### src/rtl/cram_fifo_ctrl.sv
// Streaming FIFO controller around a two-half-bank CRAM: packs beats into rows, reads rows into a skid buffer.
// Optional synchronous flush port enabled by defining CRAM_FIFO_FLUSH_EN.
module cram_fifo_ctrl #(
  parameter int CRAM_DEPTH = 16,
  parameter int CRAM_WIDTH = 128,
  parameter int OBUF_DEPTH = 3
) (
  input  logic                          clk,
  input  logic                          rst,
`ifdef CRAM_FIFO_FLUSH_EN
  input  logic                          flush,
`endif
  input  logic                          in_valid,
  output logic                          in_ready,
  input  logic [CRAM_WIDTH/2-1:0]       in_data,
  output logic                          out_valid,
  input  logic                          out_ready,
  output logic [CRAM_WIDTH-1:0]         out_data,
  output logic                          cram_CE_a,
  output logic                          cram_CE_b,
  output logic                          cram_WE_a,
  output logic                          cram_WE_b,
  output logic [CRAM_WIDTH-1:0]         cram_D,
  output logic [$clog2(CRAM_DEPTH)-1:0] cram_wr_addr,
  output logic [$clog2(CRAM_DEPTH)-1:0] cram_rd_addr,
  input  logic [CRAM_WIDTH-1:0]         cram_Q,
  output logic [$clog2(CRAM_DEPTH):0]   count,
  output logic                          empty,
  output logic                          full
);
  localparam int AW = $clog2(CRAM_DEPTH);
  localparam int OW = $clog2(OBUF_DEPTH);
  localparam int CW = $clog2(OBUF_DEPTH + 1);

  typedef enum logic {LO = 1'b0, HI = 1'b1} half_e;

  logic                  flush_i;
  half_e                 half_q, half_d;
  logic [AW:0]           wr_ptr_q, wr_ptr_d, rd_ptr_q, rd_ptr_d;
  logic [1:0]            vld_pipe_q, vld_pipe_d;
  logic [CRAM_WIDTH-1:0] obuf_q [OBUF_DEPTH];
  logic [CRAM_WIDTH-1:0] obuf_d [OBUF_DEPTH];
  logic [OW-1:0]         head_q, head_d, tail_q, tail_d;
  logic [CW-1:0]         ocnt_q, ocnt_d;
  logic [CW:0]           occ;
  logic                  rd_issue, acc, wr_lo, wr_hi, push, pop;

`ifdef CRAM_FIFO_FLUSH_EN
  assign flush_i = flush;
`else
  assign flush_i = 1'b0;
`endif

  assign count = wr_ptr_q - rd_ptr_q;
  assign empty = (count == '0);
  assign full  = (count == (AW+1)'(CRAM_DEPTH));

  // Reads see only registered occupancy, so out_ready never reaches the CRAM enables.
  assign occ      = (CW+1)'(vld_pipe_q[0]) + (CW+1)'(vld_pipe_q[1]) + (CW+1)'(ocnt_q);
  assign rd_issue = !empty && (occ < (CW+1)'(OBUF_DEPTH)) && !flush_i;
  assign in_ready = !full && !rd_issue && !flush_i;
  assign acc      = in_valid && in_ready;

  // Pack FSM: state register
  always_ff @(posedge clk or posedge rst) begin
    if (rst) half_q <= LO;
    else     half_q <= half_d;
  end

  // Pack FSM: next state
  always_comb begin
    half_d = half_q;
    if (flush_i)  half_d = LO;
    else if (acc) half_d = (half_q == LO) ? HI : LO;
  end

  // Pack FSM: outputs (read issue shares the enables; the two never coincide)
  always_comb begin
    wr_lo        = acc && (half_q == LO);
    wr_hi        = acc && (half_q == HI);
    cram_CE_a    = rd_issue || wr_lo;
    cram_CE_b    = rd_issue || wr_hi;
    cram_WE_a    = wr_lo;
    cram_WE_b    = wr_hi;
    cram_D       = {in_data, in_data};
    cram_wr_addr = wr_ptr_q[AW-1:0];
    cram_rd_addr = rd_ptr_q[AW-1:0];
  end

  assign push      = vld_pipe_q[1];
  assign out_valid = (ocnt_q != '0);
  assign pop       = out_valid && out_ready;
  assign out_data  = out_valid ? obuf_q[head_q] : '0;

  always_comb begin
    wr_ptr_d   = wr_ptr_q + (AW+1)'(wr_hi);
    rd_ptr_d   = rd_ptr_q + (AW+1)'(rd_issue);
    vld_pipe_d = {vld_pipe_q[0], rd_issue};
    obuf_d     = obuf_q;
    head_d     = head_q;
    tail_d     = tail_q;
    ocnt_d     = ocnt_q + CW'(push) - CW'(pop);
    if (push) begin
      obuf_d[tail_q] = cram_Q;
      tail_d = (tail_q == OW'(OBUF_DEPTH-1)) ? '0 : tail_q + 1'b1;
    end
    if (pop) head_d = (head_q == OW'(OBUF_DEPTH-1)) ? '0 : head_q + 1'b1;
    // Flush kills reads still in the CRAM pipe so their data never lands.
    if (flush_i) begin
      wr_ptr_d   = '0;
      rd_ptr_d   = '0;
      vld_pipe_d = '0;
      head_d     = '0;
      tail_d     = '0;
      ocnt_d     = '0;
    end
  end

  always_ff @(posedge clk or posedge rst) begin
    if (rst) begin
      wr_ptr_q   <= '0;
      rd_ptr_q   <= '0;
      vld_pipe_q <= '0;
      head_q     <= '0;
      tail_q     <= '0;
      ocnt_q     <= '0;
      for (int i = 0; i < OBUF_DEPTH; i++) obuf_q[i] <= '0;
    end else begin
      wr_ptr_q   <= wr_ptr_d;
      rd_ptr_q   <= rd_ptr_d;
      vld_pipe_q <= vld_pipe_d;
      head_q     <= head_d;
      tail_q     <= tail_d;
      ocnt_q     <= ocnt_d;
      obuf_q     <= obuf_d;
    end
  end
endmodule
### config.mk
export PLATFORM = sky130hd
export DESIGN_NAME = cram_fifo_ctrl
export DESIGN_NICKNAME = d
export VERILOG_FILES = /design/src/rtl/cram_fifo_ctrl.sv
export SDC_FILE = /design/constraint.sdc
export NUM_CORES = 1
export LEC_CHECK = 0
export BUFFER_PORTS_ARGS = -buffer_cell sky130_fd_sc_hd__buf_4
export CAP_MARGIN = 15
export CORE_UTILIZATION = 30
export CTS_CLUSTER_DIAMETER = 40
export DETAILED_ROUTE_END_ITERATION = 7
export PLACE_DENSITY_LB_ADDON = 0.08
export SETUP_SLACK_MARGIN = 0.5
export SLEW_MARGIN = 20
export SYNTH_ARGS = -nofsm -noshare
export SYNTH_HDL_FRONTEND = slang
export SYNTH_SLANG_ARGS = --single-unit
### constraint.sdc
create_clock -name clk -period 32 [get_ports clk]
set_input_delay 4.8 -clock clk [delete_from_list [all_inputs] [get_ports clk]]
set_output_delay 4.8 -clock clk [all_outputs]
set_load 0.02 [all_outputs]
==> impl_metrics.prom, run 1 <==
# TYPE chip_impl_metric gauge
chip_impl_metric{name="reg2reg_slack",unit="ns"} 28.77
chip_impl_metric{name="seqPwrFrac",unit="%"} 27.8
chip_impl_metric{name="numCtsBuffers",unit=""} 86
chip_impl_metric{name="net_count_reported_at_finish",unit=""} 1980
chip_impl_metric{name="time_the_final_worst_path_needs_with_i_o_delays_and_setup",unit="ns"} 10.06
chip_impl_metric{name="vias_per_cell",unit=""} 4.72
chip_impl_metric{name="power-per-cell-area",unit="nW/µm²"} 136
chip_impl_metric{name="clock.fmax",unit="GHz"} 0.0994
chip_impl_metric{name="num_rows",unit=""} 93
chip_impl_metric{name="clock_pin_slew_worst_setup_and_hold_paths",unit="ns"} 0.05
chip_impl_info{name="worstHoldPathType",value="reg -> reg"} 1
chip_impl_metric{name="i_o_pin_count",unit=""} 473
chip_impl_metric{name="synth_edf_count",unit=""} 0
chip_impl_metric{name="port-buffer-count",unit=""} 280
chip_impl_metric{name="synth.cell_area",unit="µm²"} 19500
chip_impl_metric{name="wire_per_inst",unit="µm"} 20.2
chip_impl_metric{name="crit_path_max_fanout",unit=""} 3
chip_impl_info{name="start_kind",value="input port"} 1
chip_impl_metric{name="gr-usage-all-layers",unit="%"} 16.8
chip_impl_metric{name="initial_core_util",unit="%"} 30.3
chip_impl_metric{name="worst_slew_pin_slew",unit="ns"} 1.06
chip_impl_metric{name="final_cells",unit=""} 2693
chip_impl_metric{name="layout-drive-gt1-share",unit="%"} 45.3
chip_impl_info{name="layout_common_cells",value="sky130_fd_sc_hd__dfrtp_1 (401), sky130_fd_sc_hd__mux2_2 (385), sky130_fd_sc_hd__buf_4 (300)"} 1
chip_impl_metric{name="cts-root-to-sink-buffers",unit=""} 3
chip_impl_metric{name="floorplan.core_area",unit="µm²"} 64300
chip_impl_metric{name="flow.area_growth_from_synthesis",unit="%"} 23.8
chip_impl_metric{name="post_cts.repair.setup_buffers",unit=""} 0
chip_impl_info{name="worst_setup_path_end_kind",value="primary output"} 1
chip_impl_metric{name="syn-mean-instance-area",unit="µm²"} 12.0
chip_impl_metric{name="gpl.final_weighted_congestion",unit=""} 0.700
chip_impl_metric{name="clock_power_share",unit="%"} 26.2
chip_impl_info{name="dominantRegCellSynth",value="sky130_fd_sc_hd__dfrtp_1"} 1
chip_impl_metric{name="finalSetupViolCount",unit=""} 0
chip_impl_metric{name="placed_cell_area",unit="µm²"} 21300
chip_impl_info{name="run_status",value="finished, final reports clean"} 1
chip_impl_metric{name="yosys_register_bits",unit=""} 403
chip_impl_metric{name="die_ar",unit="µm²"} 66000
chip_impl_info{name="timing.hold.worst_endpoint",value="vld_pipe_q[1]"} 1
chip_impl_metric{name="total_routed_wirelength",unit="µm"} 54500
chip_impl_metric{name="drcViolationCount",unit=""} 0
chip_impl_info{name="commonest_non_fill_non_tap_cell_in_the_layout",value="sky130_fd_sc_hd__dfrtp_1"} 1
chip_impl_metric{name="switching_portion_of_total_power",unit="%"} 37.9
chip_impl_metric{name="asyncSetResetFlopFracSynth",unit="%"} 100
chip_impl_metric{name="post_synth_inst_count",unit=""} 1618
chip_impl_metric{name="fin_crit_sh",unit="%"} 31.4
chip_impl_metric{name="finalHoldViolCount",unit=""} 0
chip_impl_metric{name="htree_levels",unit=""} 3
chip_impl_metric{name="ant_nets",unit=""} 0
chip_impl_metric{name="cp.required",unit="ns"} 27.20
chip_impl_metric{name="yosys_warns",unit=""} 0
chip_impl_metric{name="antenna_found_initial",unit=""} 8
chip_impl_metric{name="detailedRoute.firstPassIterationCount",unit=""} 5
chip_impl_info{name="clock-root-buffer",value="sky130_fd_sc_hd__clkbuf_16"} 1
chip_impl_metric{name="final_design_area_no_fill",unit="µm²"} 24100
chip_impl_metric{name="cell_internal_pwr",unit="mW"} 2.04
chip_impl_metric{name="finish.utilization",unit="%"} 37.5
chip_impl_metric{name="fin_setup_tns",unit="ns"} 0
chip_impl_metric{name="power_leakage",unit="nW"} 10.7
chip_impl_metric{name="fin_ws",unit="ns"} 21.94
chip_impl_metric{name="cp_data_arrival_time",unit="ns"} 5.26
chip_impl_info{name="tritoncts",value="built"} 1
chip_impl_info{name="worst-setup-path-type",value="in -> out"} 1
chip_impl_metric{name="hpwlAfterDp",unit="µm"} 32800
chip_impl_metric{name="comb_power_share",unit="%"} 46.0
chip_impl_metric{name="synth.yosys.seq_area_share",unit="%"} 51.7
chip_impl_metric{name="grt.overflow.total",unit=""} 0
chip_impl_metric{name="ir_drop",unit="mV"} 0.108
chip_impl_metric{name="filler_cell_count",unit=""} 6348
chip_impl_metric{name="die_h",unit="µm"} 257
chip_impl_metric{name="die_w",unit="µm"} 257
chip_impl_metric{name="numPlacedInstances",unit=""} 2538
chip_impl_metric{name="synth_cell_type_count",unit=""} 31
chip_impl_info{name="min-delay-start",value="vld_pipe_q[0]"} 1
chip_impl_metric{name="first_global_vias",unit=""} 13933
chip_impl_metric{name="relSlewSlack",unit="%"} 29.1
chip_impl_metric{name="synth_nets",unit=""} 1827
chip_impl_metric{name="hold_buffers",unit=""} 0
chip_impl_metric{name="grt_start_max_net_pins",unit=""} 75
chip_impl_metric{name="design_power_total",unit="mW"} 3.29
chip_impl_metric{name="post_cts.resized_instances",unit=""} 0
chip_impl_info{name="crit-reg2reg-capture",value="obuf_q[205]"} 1
chip_impl_metric{name="cap_violations",unit=""} 0
chip_impl_metric{name="timing.final.max_slew_violations",unit=""} 0
chip_impl_metric{name="finalHoldWorstSlack",unit="ns"} 0.412
chip_impl_metric{name="netSwitchingPower",unit="mW"} 1.25
chip_impl_metric{name="hold_path_depth",unit=""} 0
chip_impl_metric{name="tritoncts_num_sinks",unit=""} 403
chip_impl_metric{name="detailedRoute.firstIterationViolations",unit=""} 413
chip_impl_metric{name="reg2reg_depth",unit=""} 4
chip_impl_metric{name="clk-insertion-delay-late",unit="ns"} 0.62
chip_impl_metric{name="clock-skew-final",unit="ns"} 0.0308
chip_impl_info{name="r2r-start",value="vld_pipe_q[1]"} 1
chip_impl_info{name="rsz_0062_raised_after_global_routing",value="false"} 1
chip_impl_metric{name="detailroute.via_count",unit=""} 12702
chip_impl_metric{name="grt_pass1_wl",unit="µm"} 85000
chip_impl_metric{name="dpl_worst_slack",unit="ns"} 21.94
-- synth_stat cells, types with 3 or more instances --
cell                       number  area, µm²
sky130_fd_sc_hd__a21o_1         3       22.5
sky130_fd_sc_hd__a21oi_1      130        651
sky130_fd_sc_hd__buf_2         41        205
sky130_fd_sc_hd__buf_4        147       1100
sky130_fd_sc_hd__buf_6          8       90.1
sky130_fd_sc_hd__clkbuf_1      33        124
sky130_fd_sc_hd__clkbuf_8       6       82.6
sky130_fd_sc_hd__dfrtp_1      403      10100
sky130_fd_sc_hd__ha_1          11        138
sky130_fd_sc_hd__inv_1         17       63.8
sky130_fd_sc_hd__mux2_2       385       4340
sky130_fd_sc_hd__mux2i_1      128       1280
sky130_fd_sc_hd__nand2_1        3       11.3
sky130_fd_sc_hd__nand3_1        6       30.0
sky130_fd_sc_hd__nor2_1       264        991
sky130_fd_sc_hd__xnor2_1        8       70.1
sky130_fd_sc_hd__xor2_1         5       43.8
-- how the worst max path moves through the flow --
stage | slack (ns) | start | end | cells past startpoint
floorplan | 15.99 | rst | half_q | 1
global placement | 21.93 | in_valid | cram_CE_b | 4
detailed placement | 21.94 | in_valid | cram_CE_a | 4
CTS | 21.93 | in_valid | cram_CE_a | 4
global route | 21.88 | in_valid | cram_CE_a | 4
finish | 21.94 | in_valid | cram_CE_a | 4
-- registers in the layout (all words and copies together) (netlist names) --
name,cells
obuf_q,384
wr_ptr_q,5
rd_ptr_q,5
vld_pipe_q,2
tail_q,2
half_q,1
head_q,2
ocnt_q,2
-- cell families after synthesis --
logic type	count (synthesis)	share of synthesized area, %
adder cells (fa/ha/maj)	13	0.911
buffers and inverters	253	8.58
AND/OR/NAND/NOR	283	5.66
multiplexers	513	28.8
AO/OA/AOI/OAI	140	3.72
XOR/XNOR	13	0.584
flip-flops	403	51.7
-- power by group through the flow --
stage          Clock (mW)  Sequential, mW  Combinational, mW
6_report            0.862           0.916               1.51
5_1_grt             0.913           0.953               1.65
4_1_cts             0.889           0.916               1.55
3_5_place_dp            0           0.923               1.55
3_3_place_gp            0           0.912               1.53
2_1_floorplan           0           0.881               1.08
-- cell type report --
cell class	count	area [µm²]	share of cell area, %
Clock buffer	119	2450	10.1
Antenna cell	3	7.51	0.0311
Sequential cell	403	10100	41.8
Tap cell	855	1070	4.43
Multi-Input combinational cell	962	7770	32.2
Timing Repair Buffer	301	2260	9.38
Inverter	17	71.3	0.296
Clock inverter	33	409	1.70
-- layer usage --
metal,wire length [µm],track usage [%],up-vias
met5,49,0,-
met4,1920,7.66,8
met3,3530,4.85,164
met2,26900,28.3,280
met1,22100,19.6,6487
li1,-,-,5763
-- worst max-delay path, cell delays in order --
cell                       delay, ns
sky130_fd_sc_hd__buf_4          0.09
sky130_fd_sc_hd__nand2b_1       0.05
sky130_fd_sc_hd__a22oi_1        0.14
sky130_fd_sc_hd__buf_4          0.17
Power figures use the tool's default switching activity.
==> run 2: changes to the inputs <==
==> constraint.sdc (replaced) <==
create_clock -name clk -period 10 [get_ports clk]
set_input_delay 1.5 -clock clk [delete_from_list [all_inputs] [get_ports clk]]
set_output_delay 1.5 -clock clk [all_outputs]
set_load 0.02 [all_outputs]
==> impl_metrics.prom, run 2 (synthesis gave the netlist of run 1 again) <==
# TYPE chip_impl_metric gauge
chip_impl_metric{name="power-per-cell-area",unit="nW/µm²"} 438
chip_impl_metric{name="ir_drop",unit="mV"} 0.338
chip_impl_metric{name="crit_path_max_fanout",unit=""} 47
chip_impl_metric{name="drcViolationCount",unit=""} 0
chip_impl_metric{name="total_routed_wirelength",unit="µm"} 52600
chip_impl_metric{name="detailedRoute.firstIterationViolations",unit=""} 351
chip_impl_metric{name="drt-met1-wl",unit="µm"} 22700
chip_impl_metric{name="floorplan.core_area",unit="µm²"} 64300
chip_impl_metric{name="cts-root-to-sink-buffers",unit=""} 3
chip_impl_metric{name="die_ar",unit="µm²"} 66000
chip_impl_metric{name="time_the_final_worst_path_needs_with_i_o_delays_and_setup",unit="ns"} 4.88
chip_impl_metric{name="timing.final.max_slew_violations",unit=""} 0
chip_impl_metric{name="power_leakage",unit="nW"} 10.8
chip_impl_metric{name="clk-insertion-delay-late",unit="ns"} 0.61
chip_impl_metric{name="detailedRoute.firstPassIterationCount",unit=""} 4
chip_impl_metric{name="layout-drive-gt1-share",unit="%"} 45.6
chip_impl_info{name="register_name_with_the_most_flops",value="obuf_q"} 1
chip_impl_metric{name="finalSetupViolCount",unit=""} 0
chip_impl_metric{name="grt_start_max_net_pins",unit=""} 158
chip_impl_info{name="layout_common_cells",value="sky130_fd_sc_hd__dfrtp_1 (401), sky130_fd_sc_hd__mux2_2 (385), sky130_fd_sc_hd__buf_4 (300)"} 1
chip_impl_metric{name="htree_levels",unit=""} 3
chip_impl_metric{name="port-buffer-count",unit=""} 280
chip_impl_metric{name="placed_cell_area",unit="µm²"} 21300
chip_impl_info{name="clock-root-buffer",value="sky130_fd_sc_hd__clkbuf_16"} 1
chip_impl_metric{name="detailroute.via_count",unit=""} 12605
chip_impl_metric{name="die_h",unit="µm"} 257
chip_impl_metric{name="wire_per_inst",unit="µm"} 19.5
chip_impl_metric{name="die_w",unit="µm"} 257
chip_impl_metric{name="hpwlAfterDp",unit="µm"} 31500
chip_impl_metric{name="hold_buffers",unit=""} 0
chip_impl_metric{name="net_count_reported_at_finish",unit=""} 1981
chip_impl_info{name="reg_top3",value="obuf_q: 384 flops, rd_ptr_q: 5 flops, wr_ptr_q: 5 flops"} 1
chip_impl_metric{name="numCtsBuffers",unit=""} 87
chip_impl_metric{name="antenna_found_initial",unit=""} 4
chip_impl_metric{name="clock_pin_slew_worst_setup_and_hold_paths",unit="ns"} 0.05
chip_impl_metric{name="finalHoldViolCount",unit=""} 0
chip_impl_info{name="rsz_0062_raised_after_global_routing",value="false"} 1
chip_impl_metric{name="filler_cell_count",unit=""} 6353
chip_impl_info{name="worst-setup-path-type",value="reg -> out"} 1
chip_impl_metric{name="post_cts.repair.setup_buffers",unit=""} 0
chip_impl_metric{name="post_cts.resized_instances",unit=""} 0
chip_impl_info{name="commonest_non_fill_non_tap_cell_in_the_layout",value="sky130_fd_sc_hd__dfrtp_1"} 1
chip_impl_metric{name="fin_setup_tns",unit="ns"} 0
chip_impl_metric{name="gr-usage-all-layers",unit="%"} 16.1
chip_impl_metric{name="grt_pass1_wl",unit="µm"} 82200
chip_impl_metric{name="vias_per_cell",unit=""} 4.68
chip_impl_info{name="worst_setup_path_end_kind",value="primary output"} 1
chip_impl_metric{name="ant_nets",unit=""} 0
chip_impl_metric{name="final_cells",unit=""} 2693
chip_impl_metric{name="final_design_area_no_fill",unit="µm²"} 24300
chip_impl_metric{name="cp.required",unit="ns"} 8.50
chip_impl_metric{name="flow.area_growth_from_synthesis",unit="%"} 24.5
chip_impl_metric{name="relSlewSlack",unit="%"} 31.5
chip_impl_metric{name="first_global_vias",unit=""} 13755
chip_impl_metric{name="design_power_total",unit="mW"} 10.6
chip_impl_info{name="highest-signal-layer",value="met5"} 1
chip_impl_metric{name="i_o_pin_count",unit=""} 473
chip_impl_info{name="tritoncts",value="built"} 1
chip_impl_metric{name="amount_of_wire_on_met2_after_detailed_routing",unit="µm"} 25000
chip_impl_metric{name="initial_core_util",unit="%"} 30.3
chip_impl_metric{name="cp_data_arrival_time",unit="ns"} 3.38
chip_impl_metric{name="grt.overflow.total",unit=""} 0
chip_impl_metric{name="fin_crit_sh",unit="%"} 48.8
chip_impl_metric{name="cap_violations",unit=""} 0
chip_impl_metric{name="max_ffs_per_register",unit=""} 384
chip_impl_metric{name="gpl.final_weighted_congestion",unit=""} 0.714
chip_impl_metric{name="worst_slew_pin_slew",unit="ns"} 1.03
chip_impl_info{name="worstHoldPathType",value="reg -> reg"} 1
chip_impl_metric{name="numPlacedInstances",unit=""} 2538
chip_impl_metric{name="num_rows",unit=""} 93
chip_impl_info{name="run_status",value="finished, final reports clean"} 1
chip_impl_metric{name="clock.fmax",unit="GHz"} 0.205
chip_impl_metric{name="tritoncts_num_sinks",unit=""} 403
chip_impl_metric{name="clock-skew-final",unit="ns"} 0.0198
chip_impl_metric{name="met3_wirelength",unit="µm"} 2970
chip_impl_info{name="start_kind",value="flip-flop"} 1
[run 2: worst paths after layout]
kind | start | endpoint | slack, ns | cells past startpoint
setup reg to reg | wr_ptr_q[0] | rd_ptr_q[4] | 6.99 | 13
max in group asynchronous | rst | head_q[1] | 7.18 | 4
hold / removal | vld_pipe_q[0] | vld_pipe_q[1] | 0.41 | 0
hold reg to reg | vld_pipe_q[0] | vld_pipe_q[1] | 0.41 | 0
setup / recovery | head_q[1] | out_data[23] | 5.12 | 7
min in group asynchronous | rst | obuf_q[235] | 1.15 | 3
[run 2: stage by stage]
stage          setup WS (ns)  util, %  hold WS, ns
3_3_place_gp            5.66     33.1        0.400
3_5_place_dp            5.65     33.1        0.413
6_report                5.12     37.7        0.413
4_1_cts                 4.98     37.7        0.423
2_1_floorplan           3.07        -        0.392
5_1_grt                 4.83     37.7        0.429
[run 2: per-layer routing]
metal	global-route usage [%]	vias to the layer above
li1	-	5731
met1	20.0	6394
met2	26.3	296
met3	4.37	178
met4	7.11	6
met5	0	-
[run 2: critical path: stages, from the launching register on]
cell and delay (ns):
sky130_fd_sc_hd__dfrtp_4 0.42, sky130_fd_sc_hd__buf_4 0.68, sky130_fd_sc_hd__buf_4 0.85, sky130_fd_sc_hd__mux2i_1 0.28
sky130_fd_sc_hd__nor2_1 0.06, sky130_fd_sc_hd__a21oi_1 0.19, sky130_fd_sc_hd__nor2_1 0.07, sky130_fd_sc_hd__buf_4 0.19
[run 2: final cells by class]
type	instances	area (µm²)	area share (%)
antenna	1	2.50	0.0103
clock buffer	113	2440	10.0
clock inverter	41	556	2.29
inverter	17	67.6	0.278
multi-input combinational	962	7770	32.0
sequential	403	10100	41.6
tap	855	1070	4.41
timing repair buffer	301	2270	9.36
[run 2: where the power goes]
group	switching [mW]	internal, mW	total, mW
Combinational	2.58	2.20	4.78
Clock	0.922	1.99	2.91
Sequential	0.442	2.50	2.94
Total	3.95	6.68	10.6
==> run 3: changes to the inputs <==
==> constraint.sdc (replaced) <==
create_clock -name clk -period 4.45 [get_ports clk]
set_input_delay 0.6675 -clock clk [delete_from_list [all_inputs] [get_ports clk]]
set_output_delay 0.6675 -clock clk [all_outputs]
set_load 0.02 [all_outputs]
==> impl_metrics.prom, run 3 (synthesis gave the netlist of run 1 again) <==
# TYPE chip_impl_metric gauge
chip_impl_metric{name="cp.required",unit="ns"} 3.78
chip_impl_metric{name="switching_portion_of_total_power",unit="%"} 36.8
chip_impl_metric{name="layout-drive-gt1-share",unit="%"} 46.1
chip_impl_info{name="crit_chain",value="inv_1, ha_1, fa_1, nand2b_1, a21oi_1, xor2_1, inv_1, o21bai_1, a22oi_1, buf_4"} 1
chip_impl_metric{name="clock-skew-final",unit="ns"} 0.0129
chip_impl_metric{name="timing.critical_path.buf_inv",unit=""} 3
chip_impl_metric{name="ir_drop",unit="mV"} 0.833
chip_impl_metric{name="i_o_pin_count",unit=""} 473
chip_impl_metric{name="hpwlAfterDp",unit="µm"} 30800
chip_impl_metric{name="grt.overflow.total",unit=""} 0
chip_impl_info{name="worstHoldPathType",value="in -> async"} 1
chip_impl_info{name="crit_path_top_delay_cell",value="sky130_fd_sc_hd__fa_1"} 1
chip_impl_metric{name="grt_pass1_wl",unit="µm"} 83400
chip_impl_metric{name="seqPwrFrac",unit="%"} 27.4
chip_impl_info{name="register_name_with_the_most_flops",value="obuf_q"} 1
chip_impl_metric{name="die_h",unit="µm"} 257
chip_impl_metric{name="power_leakage",unit="nW"} 10.9
chip_impl_metric{name="die_w",unit="µm"} 257
chip_impl_metric{name="cp_data_arrival_time",unit="ns"} 2.92
chip_impl_info{name="worst_setup_path_end_kind",value="primary output"} 1
chip_impl_metric{name="crit_path_max_fanout",unit=""} 4
chip_impl_metric{name="finalSetupViolCount",unit=""} 0
chip_impl_metric{name="max_ffs_per_register",unit=""} 384
chip_impl_metric{name="clk-insertion-delay-late",unit="ns"} 0.60
chip_impl_metric{name="timing.final.max_slew_violations",unit=""} 0
chip_impl_metric{name="comb_power_share",unit="%"} 44.6
chip_impl_metric{name="first_global_vias",unit=""} 14026
chip_impl_metric{name="fin_crit_sh",unit="%"} 80.7
chip_impl_info{name="rsz_0062_raised_after_global_routing",value="false"} 1
chip_impl_metric{name="worst_slew_pin_slew",unit="ns"} 0.954
chip_impl_metric{name="flow.area_growth_from_synthesis",unit="%"} 25.9
chip_impl_metric{name="port-buffer-count",unit=""} 280
chip_impl_metric{name="detailroute.via_count",unit=""} 12719
chip_impl_metric{name="clock_power_share",unit="%"} 28.0
chip_impl_info{name="reg_top3",value="obuf_q: 384 flops, rd_ptr_q: 5 flops, wr_ptr_q: 5 flops"} 1
chip_impl_metric{name="clock_pin_slew_worst_setup_and_hold_paths",unit="ns"} 0.04
chip_impl_info{name="clock-root-buffer",value="sky130_fd_sc_hd__clkbuf_16"} 1
chip_impl_metric{name="detailedRoute.firstIterationViolations",unit=""} 443
chip_impl_metric{name="die_ar",unit="µm²"} 66000
chip_impl_info{name="tritoncts",value="built"} 1
chip_impl_metric{name="antenna_found_initial",unit=""} 6
chip_impl_info{name="crit_top_cell",value="sky130_fd_sc_hd__inv_1"} 1
chip_impl_metric{name="num_rows",unit=""} 93
chip_impl_info{name="worst-setup-path-type",value="reg -> out"} 1
chip_impl_info{name="run_status",value="finished, final reports clean"} 1
chip_impl_info{name="layout_common_cells",value="sky130_fd_sc_hd__dfrtp_1 (401), sky130_fd_sc_hd__mux2_2 (385), sky130_fd_sc_hd__buf_4 (292)"} 1
chip_impl_metric{name="cts-root-to-sink-buffers",unit=""} 3
chip_impl_metric{name="post_cts.repair.setup_buffers",unit=""} 0
chip_impl_metric{name="net_count_reported_at_finish",unit=""} 1985
chip_impl_metric{name="initial_core_util",unit="%"} 30.3
chip_impl_metric{name="netSwitchingPower",unit="mW"} 8.90
chip_impl_metric{name="htree_levels",unit=""} 3
chip_impl_metric{name="vias_per_cell",unit=""} 4.70
chip_impl_metric{name="numCtsBuffers",unit=""} 90
chip_impl_metric{name="tritoncts_num_sinks",unit=""} 403
chip_impl_metric{name="ant_nets",unit=""} 0
chip_impl_metric{name="cell_internal_pwr",unit="mW"} 15.3
chip_impl_metric{name="floorplan.core_area",unit="µm²"} 64300
chip_impl_metric{name="filler_cell_count",unit=""} 6296
chip_impl_metric{name="gr-usage-all-layers",unit="%"} 16.3
chip_impl_metric{name="power-per-cell-area",unit="nW/µm²"} 986
chip_impl_metric{name="post_cts.resized_instances",unit=""} 0
chip_impl_metric{name="detailedRoute.firstPassIterationCount",unit=""} 4
chip_impl_metric{name="finalHoldViolCount",unit=""} 0
chip_impl_metric{name="hold_buffers",unit=""} 0
chip_impl_metric{name="wire_per_inst",unit="µm"} 19.6
chip_impl_metric{name="design_power_total",unit="mW"} 24.2
chip_impl_metric{name="gpl.final_weighted_congestion",unit=""} 0.724
chip_impl_metric{name="drcViolationCount",unit=""} 0
chip_impl_metric{name="clock.fmax",unit="GHz"} 0.279
chip_impl_metric{name="grt_start_max_net_pins",unit=""} 131
chip_impl_metric{name="cp_slowest_stage_delay",unit="ns"} 0.40
chip_impl_metric{name="cap_violations",unit=""} 0
chip_impl_metric{name="relSlewSlack",unit="%"} 36.2
chip_impl_metric{name="total_routed_wirelength",unit="µm"} 53000
chip_impl_info{name="commonest_non_fill_non_tap_cell_in_the_layout",value="sky130_fd_sc_hd__dfrtp_1"} 1
chip_impl_info{name="critPathTopFamily",value="adder cells"} 1
chip_impl_metric{name="finish.utilization",unit="%"} 38.1
chip_impl_metric{name="time_the_final_worst_path_needs_with_i_o_delays_and_setup",unit="ns"} 3.59
chip_impl_info{name="start_kind",value="flip-flop"} 1
-- run 3: cell count changes in the layout (fill, tap and decap cells not counted), moves of 5 or more --
cell and change:
sky130_fd_sc_hd__buf_12 +9, sky130_fd_sc_hd__buf_4 -8, sky130_fd_sc_hd__clkinv_2 +7, sky130_fd_sc_hd__clkinv_4 +6, sky130_fd_sc_hd__clkbuf_16 +5
-- run 3: power groups by stage --
stage	logic (mW)	registers, mW	clock network (mW)
3_3_place_gp	10.9	6.62	0
2_1_floorplan	7.78	6.34	0
5_1_grt	11.8	6.89	7.16
4_1_cts	11.1	6.64	6.96
3_5_place_dp	11.0	6.68	0
6_report	10.8	6.62	6.77
-- run 3: worst paths after layout --
| check | startpoint | endpoint | slack, ns | cells after the start |
|---|---|---|---|---|
| worst max-delay path | wr_ptr_q[0] | cram_CE_b | 0.86 | 10 |
| min in group clk | cram_Q[24] | obuf_q[152] | 0.32 | 2 |
| max in group asynchronous | rst | obuf_q[215] | 3.00 | 3 |
| worst max register to register | wr_ptr_q[0] | wr_ptr_q[4] | 1.55 | 12 |
| worst min-delay path | rst | half_q | 0.29 | 2 |
| worst min register to register | vld_pipe_q[0] | vld_pipe_q[1] | 0.41 | 0 |
-- run 3: layer usage --
metal	track usage, %	part of all wire (%)	up-vias
met5	0	0.12	-
met2	26.4	48	304
met3	3.76	4.7	157
met4	7.29	3.3	8
li1	-	-	5766
met1	20.6	44	6484
-- run 3: final cells by class --
type	instances	area, µm²	share of cell area, %
antenna	2	5.00	0.0204
clock buffer	118	2580	10.5
clock inverter	48	561	2.28
inverter	17	67.6	0.275
multi-input combinational	962	7770	31.7
sequential	403	10100	41.1
tap	855	1070	4.36
timing repair buffer	302	2390	9.75
-- run 3: worst register-to-register path: cells and delay by family, from the launching register on --
| family | cells | cell delay (ns) |
|---|---|---|
| fa+ha+maj | 4 | 1.22 |
| simple gates | 5 | 0.80 |
| flops | 1 | 0.36 |
| compound gates | 1 | 0.28 |
| xor+xnor | 1 | 0.11 |
| buf+inv | 1 | 0.05 |
-- run 3: through the flow --
| step | worst slack (ns) | hold WS [ns] | cells | instance area, µm² | TNS, ns |
|---|---|---|---|---|---|
| 2_1_floorplan | -1.65 | 0.392 | 1618 | 19500 | -663.03 |
| 3_3_place_gp | 1.53 | 0.403 | 2539 | 21400 | 0 |
| 3_5_place_dp | 1.51 | 0.400 | 2539 | 21400 | 0 |
| 4_1_cts | 0.828 | 0.269 | 2705 | 24500 | 0 |
| 5_1_grt | 0.648 | 0.286 | 2707 | 24500 | 0 |
| 6_report | 0.861 | 0.295 | 2707 | 24500 | 0 |
